### src/rtl/bcd_pkg.sv
// Shared BCD / Excess-3 constants and digit helpers.
package bcd_pkg;
  localparam int DIGIT_W        = 4;
  localparam int BITS_PER_DIGIT = 4;
  localparam int BCD_MAX        = 9;
  localparam int EXCESS3_OFFSET = 3;
  localparam int EXCESS3_MAX    = BCD_MAX + EXCESS3_OFFSET;
  localparam int BIT_IDX_W      = $clog2(BITS_PER_DIGIT);

  typedef logic [DIGIT_W-1:0] digit_t;

  function automatic logic is_bcd(input digit_t d);
    return d <= digit_t'(BCD_MAX);
  endfunction
endpackage

### src/rtl/bcd_digit_fifo.sv
// Digit FIFO, DEPTH entries (power of 2, >= 2); head readable combinationally, pop/push take effect on the edge.
// Backpressure: push ignored when full, pop ignored when empty; extra pointer bit separates full from empty.
module bcd_digit_fifo
  import bcd_pkg::*;
#(
  parameter int DEPTH = 4
) (
  input  logic   clock,
  input  logic   reset,
  input  logic   push,
  input  digit_t push_dat,
  input  logic   pop,
  output digit_t pop_dat,
  output logic   full,
  output logic   empty
);
  localparam int AW = $clog2(DEPTH);
  localparam logic [AW:0] PTR_ONE = {{AW{1'b0}}, 1'b1};

  logic [AW:0] wr_ptr_q, wr_ptr_d;
  logic [AW:0] rd_ptr_q, rd_ptr_d;
  digit_t      mem_q [DEPTH];
  logic        do_push;
  logic        do_pop;

  assign full    = (wr_ptr_q[AW] != rd_ptr_q[AW]) && (wr_ptr_q[AW-1:0] == rd_ptr_q[AW-1:0]);
  assign empty   = (wr_ptr_q == rd_ptr_q);
  assign do_push = push && !full;
  assign do_pop  = pop && !empty;
  assign pop_dat = mem_q[rd_ptr_q[AW-1:0]];

  always_comb begin
    wr_ptr_d = wr_ptr_q;
    rd_ptr_d = rd_ptr_q;
    if (do_push) wr_ptr_d = wr_ptr_q + PTR_ONE;
    if (do_pop)  rd_ptr_d = rd_ptr_q + PTR_ONE;
  end

  always_ff @(posedge clock) begin
    if (reset) begin
      wr_ptr_q <= '0;
      rd_ptr_q <= '0;
    end else begin
      wr_ptr_q <= wr_ptr_d;
      rd_ptr_q <= rd_ptr_d;
    end
  end

  // Storage needs no reset: pointers alone define which entries are live.
  always_ff @(posedge clock) begin
    if (do_push) mem_q[wr_ptr_q[AW-1:0]] <= push_dat;
  end
endmodule

### src/rtl/bcd_serializer.sv
// Parallel BCD digits -> LSB-first bit stream in fixed 4-clock frames; padding frames when idle, digits wait <=4 clocks for a boundary.
// din_ready = FIFO not full. Define BCD_SERIALIZER_CHECK_EN to drop digits > 9 and pulse err.
module bcd_serializer
  import bcd_pkg::*;
#(
  parameter int DEPTH = 4
) (
  input  logic                 clock,
  input  logic                 reset,
  input  logic [DIGIT_W-1:0]   din,
  input  logic                 din_valid,
  output logic                 din_ready,
  output logic                 x,
  output logic                 bit_valid,
  output logic [BIT_IDX_W-1:0] bit_idx,
  output logic                 err
);
  localparam logic [BIT_IDX_W-1:0] LAST_BIT = BIT_IDX_W'(BITS_PER_DIGIT - 1);

  logic [BIT_IDX_W-1:0] cnt_q, cnt_d;
  digit_t               sr_q, sr_d;
  logic                 active_q, active_d;
  logic                 err_q, err_d;

  logic   xfer;
  logic   push;
  logic   pop;
  logic   boundary;
  digit_t head;
  logic   fifo_full;
  logic   fifo_empty;

  assign xfer     = din_valid && din_ready;
  assign boundary = (cnt_q == LAST_BIT);
  assign pop      = boundary && !fifo_empty;

`ifdef BCD_SERIALIZER_CHECK_EN
  assign push  = xfer && is_bcd(din);
  assign err_d = xfer && !is_bcd(din);
`else
  assign push  = xfer;
  assign err_d = 1'b0;
`endif

  bcd_digit_fifo #(
    .DEPTH(DEPTH)
  ) u_fifo (
    .clock   (clock),
    .reset   (reset),
    .push    (push),
    .push_dat(din),
    .pop     (pop),
    .pop_dat (head),
    .full    (fifo_full),
    .empty   (fifo_empty)
  );

  // Framing never stalls: an empty FIFO at a boundary yields a zero padding digit.
  always_comb begin
    cnt_d    = cnt_q + BIT_IDX_W'(1);
    sr_d     = sr_q >> 1;
    active_d = active_q;
    if (boundary) begin
      sr_d     = fifo_empty ? '0 : head;
      active_d = !fifo_empty;
    end
  end

  always_ff @(posedge clock) begin
    if (reset) begin
      cnt_q    <= '0;
      sr_q     <= '0;
      active_q <= 1'b0;
      err_q    <= 1'b0;
    end else begin
      cnt_q    <= cnt_d;
      sr_q     <= sr_d;
      active_q <= active_d;
      err_q    <= err_d;
    end
  end

  assign din_ready = !fifo_full;
  assign x         = sr_q[0];
  assign bit_valid = active_q;
  assign bit_idx   = cnt_q;
  assign err       = err_q;
endmodule

### config.mk
export PLATFORM = sky130hd
export DESIGN_NAME = bcd_serializer
export DESIGN_NICKNAME = d
export VERILOG_FILES = /design/src/rtl/bcd_pkg.sv /design/src/rtl/bcd_digit_fifo.sv /design/src/rtl/bcd_serializer.sv
export SDC_FILE = /design/constraint.sdc
export NUM_CORES = 1
export LEC_CHECK = 0
export CORE_MARGIN = 4
export CORE_UTILIZATION = 40
export DETAILED_ROUTE_END_ITERATION = 8
export PLACE_DENSITY_LB_ADDON = 0.25
export RECOVER_POWER = 50
export SLEW_MARGIN = 20
export SYNTH_ARGS = -nofsm -noshare
export SYNTH_HDL_FRONTEND = slang
export SYNTH_SLANG_ARGS = --single-unit
export TNS_END_PERCENT = 30
### constraint.sdc
create_clock -name clock -period 3.5 [get_ports clock]
set_input_delay 0.35 -clock clock [delete_from_list [all_inputs] [get_ports clock]]
set_output_delay 0.35 -clock clock [all_outputs]
set_load 0.1 [all_outputs]
==> results of run 1 <==
==> worst min path at each step <==
stage | start | to | slack (ps)
floorplan | sr_q[1]$_SDFF_PP0_ | sr_q[0]$_SDFF_PP0_ | 430
global placement | bit_idx[0]$_SDFF_PP0_ | bit_idx[0]$_SDFF_PP0_ | 430
detailed placement | bit_idx[0]$_SDFF_PP0_ | bit_idx[0]$_SDFF_PP0_ | 450
CTS | sr_q[1]$_SDFF_PP0_ | sr_q[0]$_SDFF_PP0_ | 460
global route | sr_q[1]$_SDFF_PP0_ | sr_q[0]$_SDFF_PP0_ | 480
finish | bit_idx[0]$_SDFF_PP0_ | bit_idx[0]$_SDFF_PP0_ | 460
==> flip-flops by register name, summed over array words and instances (netlist names), named ones only <==
register         cells
u_fifo.wr_ptr_q      3
u_fifo.rd_ptr_q      3
sr_q                 4
bit_idx              2
u_fifo.mem_q        16
bit_valid            1
==> layout by cell type, fill, tap and decap left out, types with 3 or more instances in the layout <==
| cell | netlist | final |
|---|---|---|
| dlygate4sd3_1 | 0 | 5 |
| clkbuf_4 | 0 | 5 |
| a21oi_1 | 3 | 3 |
| ha_1 | 6 | 6 |
| and2_2 | 4 | 4 |
| nand2b_1 | 3 | 3 |
| nor2b_1 | 4 | 4 |
| nand2_1 | 4 | 4 |
| clkdlybuf4s50_1 | 0 | 5 |
| inv_1 | 4 | 4 |
| xor2_1 | 3 | 3 |
| o311ai_0 | 3 | 4 |
| mux4_2 | 4 | 4 |
| edfxtp_1 | 16 | 16 |
| dfxtp_1 | 15 | 15 |
| nor2_1 | 5 | 5 |
==> cell families (layout without fill, tap and decap cells) <==
logic type                 after synthesis  in the layout
xor gates and xnor gates                 4              4
DFF                                     31             31
and+or+nand+nor                         25             25
AOI/OAI and AO/OA                       12             12
other                                    1              1
adders and majority gates                6              6
muxes                                   10             10
buffers and inverters                    6             23
==> Yosys cell counts <==
cell       n  share of area, %
and3_1     1              0.48
xnor2_1    1              0.67
buf_4      1              0.57
a211o_1    1              0.67
ha_1       6               5.7
mux2i_1    2               1.5
mux2_4     1               1.1
nand2_1    4               1.1
nand2b_1   3               1.4
clkbuf_1   1              0.28
a21oi_1    3               1.1
mux4_2     4               6.8
dfxtp_1   15                23
nor4_1     1              0.48
nor2_1     5               1.4
mux2_2     1              0.86
and2_2     4               2.3
o31a_2     2               1.5
mux2_1     2               1.7
xor2_1     3               2.0
nor2b_1    4               1.9
or3_1      1              0.48
and4_1     1              0.67
o311ai_1   1              0.67
a211oi_1   1              0.57
o311ai_0   3               2.0
o21a_1     1              0.57
conb_1     1              0.28
inv_1      4               1.1
edfxtp_1  16                37
or2b_1     1              0.57
==> where the power goes <==
part / switching, mW / leakage (nW) / internal [mW]
Combinational: 0.0559 / 0.267 / 0.0293
Sequential: 0.00820 / 0.269 / 0.398
Clock: 0.117 / 0.0293 / 0.0781
Total: 0.181 / 0.565 / 0.505
==> metrics by stage <==
step	power, mW	area [sq um]	worst slack (ps)	util (%)	hold slack (ps)
5_1_grt	0.725	1520	1220	48.9	482
2_1_floorplan	0.476	1320	1510	-	431
3_3_place_gp	0.500	1470	1550	47.3	426
3_5_place_dp	0.502	1470	1500	47.3	446
6_report	0.686	1520	1310	48.9	455
4_1_cts	0.696	1520	1280	48.9	464
==> routing by layer <==
metal | vias up | track usage [%] | routed length (microns)
met2 | 12 | 19.3 | 1060
met4 | 0 | 6.22 | 54
li1 | 378 | - | -
met5 | - | 0 | 0
met1 | 369 | 12.3 | 895
met3 | 6 | 5.81 | 102
==> layout make-up <==
type	count	area, sq um
clock inverters	1	5.00
repair buffers	11	108
fillers	307	1590
inverters	4	15.0
well taps	44	55.1
multi-input cells	58	509
clock buffers	7	45.0
flip-flops and latches	31	781
==> results.json, run 1 <==
{
  "run_status": "complete, no violations",
  "synth_area_sq_um": 1320,
  "ys_ff_latch": 31,
  "avgSynthCellArea_sq_um": 13.9,
  "synth_top_family_by_area": "multiplexers",
  "ys.warnings.count": 0,
  "p_leak_nw": 0.565,
  "clock_path_buffers": 2,
  "crit-reg2reg-launch": "u_fifo.wr_ptr_q[1]$_SDFFE_PP0P_",
  "post-route-period-util_pct": 62.6,
  "cp.required_ps": 3150,
  "dp.cells": 148,
  "cp_slowest_stage_delay_ps": 1140,
  "drive_gt1_share_pct": 17.0,
  "io_pins": 13,
  "hold_buffers": 0,
  "skew_ps": 11.3,
  "viasPerCell": 4.90,
  "yosys.area_share.simple_pct": 10.8,
  "setup_viol": 0,
  "gp_congestion": 0.687,
  "r2r_slack_ps": 1750,
  "root_buffer": "clkbuf_4",
  "finalWirelength_microns": 2110,
  "clk_latency_ps": 330,
  "clkSinkCount": 31,
  "end_kind": "primary output",
  "cts_tree": "done",
  "crit_cells": 1,
  "cts.reportedPaths.clkPinSlew_ps": 100,
  "syn_inst": 95,
  "hold_path_class": "flip-flop to flip-flop",
  "synth_mux_area_share_pct": 12.1,
  "ys_seq_area_share_pct": 59.3,
  "drc": 0,
  "die_area_sq_um": 4270,
  "cts_resized": 0,
  "final_nets": 124,
  "slowest_stage": "clkdlybuf4s50_1",
  "synthAdderAreaFrac_pct": 5.70,
  "critPathArrivalTime_ps": 1840,
  "cts_buffers": 5,
  "max_freq_ghz": 0.457,
  "first_pass_iters": 3,
  "vdd_drop_max_mv": 0.157,
  "yosysUniqueCellTypes": 31,
  "rsz0062_at_grt": "no",
  "grt_pass1_vias": 809,
  "fp.dieW_microns": 65.4,
  "hpwl_microns": 1550,
  "cap_violations": 0,
  "rows": 20,
  "endpoint": "bit_idx[0]",
  "synth-xor-area-share_pct": 2.66,
  "antenna_found_initial": 0,
  "coreArea_sq_um": 3100,
  "finalMaxSlewViolations": 0,
  "overflow": 0,
  "powerDensity_nw_per_um2": 452,
  "hold_viol_final": 0,
  "critical_path.cell_chain": "clkdlybuf4s50_1",
  "r2r-end": "u_fifo.mem_q[3][2]$_DFFE_PP_",
  "fp.dieH_microns": 65.4,
  "hold-path-cell-count": 1,
  "max_slew_margin_pct": 35.6,
  "crit_type": "flip-flop to primary output",
  "diodes": 0,
  "portBuffers": 11,
  "cp_top_family": "buffers and inverters",
  "area_growth_syn_to_layout_pct": 15.3,
  "synth_nets": 108,
  "vias": 765,
  "initial_core_util_pct": 42.4,
  "synth_compound_area_share_pct": 7.13,
  "grt_max_degree": 15,
  "ctsHtreeMaxLevel": 2,
  "drtIter0Drc": 67,
  "tns_ps": 0,
  "reg2reg_depth": 3,
  "grt_pass1_wl_microns": 3590,
  "crit_start": "bit_idx[0]$_SDFF_PP0_",
  "period_needed_ps": 2190,
  "worstPathMaxFanout": 3,
  "critPathLaunchType": "flip-flop",
  "avgRoutedWirePerCell_microns": 13.5,
  "cts_setup_buffers": 0,
  "tightest_slew_ps": 963,
  "track_usage_pct": 11.8,
  "cp_num_buf_inv": 1,
  "ant_nets": 0,
  "layout.cells.non_filler": 156
}
Power figures use the tool's default switching activity.
==> run 2: changes to the inputs <==
==> constraint.sdc (replaced) <==
create_clock -name clock -period 1.9 [get_ports clock]
set_input_delay 0.19 -clock clock [delete_from_list [all_inputs] [get_ports clock]]
set_output_delay 0.19 -clock clock [all_outputs]
set_load 0.1 [all_outputs]
==> results.json, run 2 (synthesis gave the netlist of run 1 again) <==
{
  "multi_input_area_sq_um": 524,
  "finalWirelength_microns": 2220,
  "first_pass_iters": 4,
  "tightest_slew_ps": 540,
  "final_common_cell": "edfxtp_1",
  "cts.reportedPaths.clkPinSlew_ps": 90,
  "cap_violations": 0,
  "cts_setup_buffers": 0,
  "hold_viol_final": 0,
  "track_usage_pct": 12.5,
  "cp_top_family": "flip-flops",
  "setup_viol": 0,
  "largest_reg_flops": 16,
  "run_status": "complete, no violations",
  "cts_tree": "done",
  "drive_gt1_share_pct": 24.8,
  "worstPathMaxFanout": 8,
  "clkSinkCount": 31,
  "power_mw": 1.54,
  "max_freq_ghz": 0.562,
  "cp_num_buf_inv": 1,
  "hpwl_microns": 1660,
  "viasPerCell": 4.89,
  "area_growth_syn_to_layout_pct": 20.2,
  "root_buffer": "clkbuf_4",
  "critPathArrivalTime_ps": 1590,
  "fp.dieW_microns": 65.4,
  "tns_ps": 0,
  "avgRoutedWirePerCell_microns": 14.2,
  "cts_buffers": 5,
  "vdd_drop_max_mv": 0.631,
  "vias": 767,
  "clock_path_buffers": 2,
  "skew_ps": 4.43,
  "period_needed_ps": 1780,
  "fill_cells": 289,
  "coreArea_sq_um": 3100,
  "initial_core_util_pct": 42.4,
  "diodes": 0,
  "drc": 0,
  "critPathLaunchType": "flip-flop",
  "fin_util_pct": 51.0,
  "grt_max_degree": 11,
  "grt_pass1_vias": 796,
  "clk_latency_ps": 330,
  "critical_path.cell_chain": "xor2_2, or3_1, buf_12",
  "die_area_sq_um": 4270,
  "overflow": 0,
  "grt_pass1_wl_microns": 3820,
  "cp.required_ps": 1710,
  "max_slew_margin_pct": 64.2,
  "io_pins": 13,
  "gp_congestion": 0.786,
  "seqCellArea_sq_um": 783,
  "post-route-period-util_pct": 93.6,
  "cp_slowest_stage_delay_ps": 450,
  "slowest_stage": "dfxtp_1",
  "rsz0062_at_grt": "no",
  "drtIter0Drc": 55,
  "crit_type": "flip-flop to primary output",
  "finalMaxSlewViolations": 0,
  "end_kind": "primary output",
  "p_leak_nw": 0.600,
  "ctsHtreeMaxLevel": 2,
  "final_nets": 125,
  "powerDensity_nw_per_um2": 976,
  "fp.dieH_microns": 65.4,
  "antenna_found_initial": 0,
  "hold_path_class": "flip-flop to flip-flop",
  "mostFrequentLayoutCells": "edfxtp_1, dfxtp_1, ha_1",
  "ant_nets": 0,
  "rows": 20,
  "portBuffers": 11
}
[run 2: cell types whose count changed in the layout (fill, tap and decap cells not counted), sizes merged]
cell | before | now
clkinv | 1 | 0
bufinv | 0 | 2
clkdlybuf4s50 | 5 | 1
clkbuf | 7 | 11
[run 2: timing repair]
item | 4_1_cts | 5_1_grt
gates resized for setup | 0 | 2
setup endpoints to repair | 0 | 1
hold buffers | 0 | 0
[run 2: worst paths after layout]
check	end	start	slack, ps	cells after the start
min reg2reg	bit_idx[0]$_SDFF_PP0_	bit_idx[0]$_SDFF_PP0_	420	1
max reg2reg	u_fifo.mem_q[0][0]$_DFFE_PP_	u_fifo.wr_ptr_q[1]$_SDFFE_PP0P_	350	3
min	bit_idx[0]$_SDFF_PP0_	bit_idx[0]$_SDFF_PP0_	420	1
max	din_ready	u_fifo.wr_ptr_q[1]$_SDFFE_PP0P_	120	3
[run 2: stage by stage]
stage / worst slack (ps) / cell area [sq um] / hold slack, ps / instances
after floorplan: 87.0 / 1320 / 289 / 95
after global placement: 242 / 1480 / 401 / 149
after detailed placement: 201 / 1480 / 408 / 149
after CTS: 10.1 / 1580 / 422 / 157
after global routing: 54.6 / 1580 / 433 / 157
final: 122 / 1580 / 418 / 157
[run 2: power breakdown]
| part | total, mW | internal [mW] | switching, mW | leakage, nW |
|---|---|---|---|---|
| Sequential | 0.753 | 0.734 | 0.0194 | 0.269 |
| Combinational | 0.153 | 0.0516 | 0.101 | 0.278 |
| Clock | 0.638 | 0.411 | 0.228 | 0.0525 |
| Total | 1.54 | 1.20 | 0.349 | 0.600 |
[run 2: area by class of cell]
| cell class | instances | area share [%] |
|---|---|---|
| clock buffers | 6 | 2.61 |
| inverters | 4 | 0.949 |
| clock inverters | 2 | 3.79 |
| multi-input cells | 58 | 33.1 |
| well taps | 44 | 3.48 |
| repair buffers | 12 | 6.56 |
| flip-flops and latches | 31 | 49.5 |
[run 2: per-layer routing]
metal  wire length (microns)  vias to the layer above  track usage, %  part of all wire (%)
li1                        -                      378               -                     -
met1                     980                      368            15.1                    44
met2                    1070                       16            18.7                    48
met3                     126                        5            4.27                   5.7
met4                      47                        0            8.55                   2.1
met5                       0                        -               0                     0
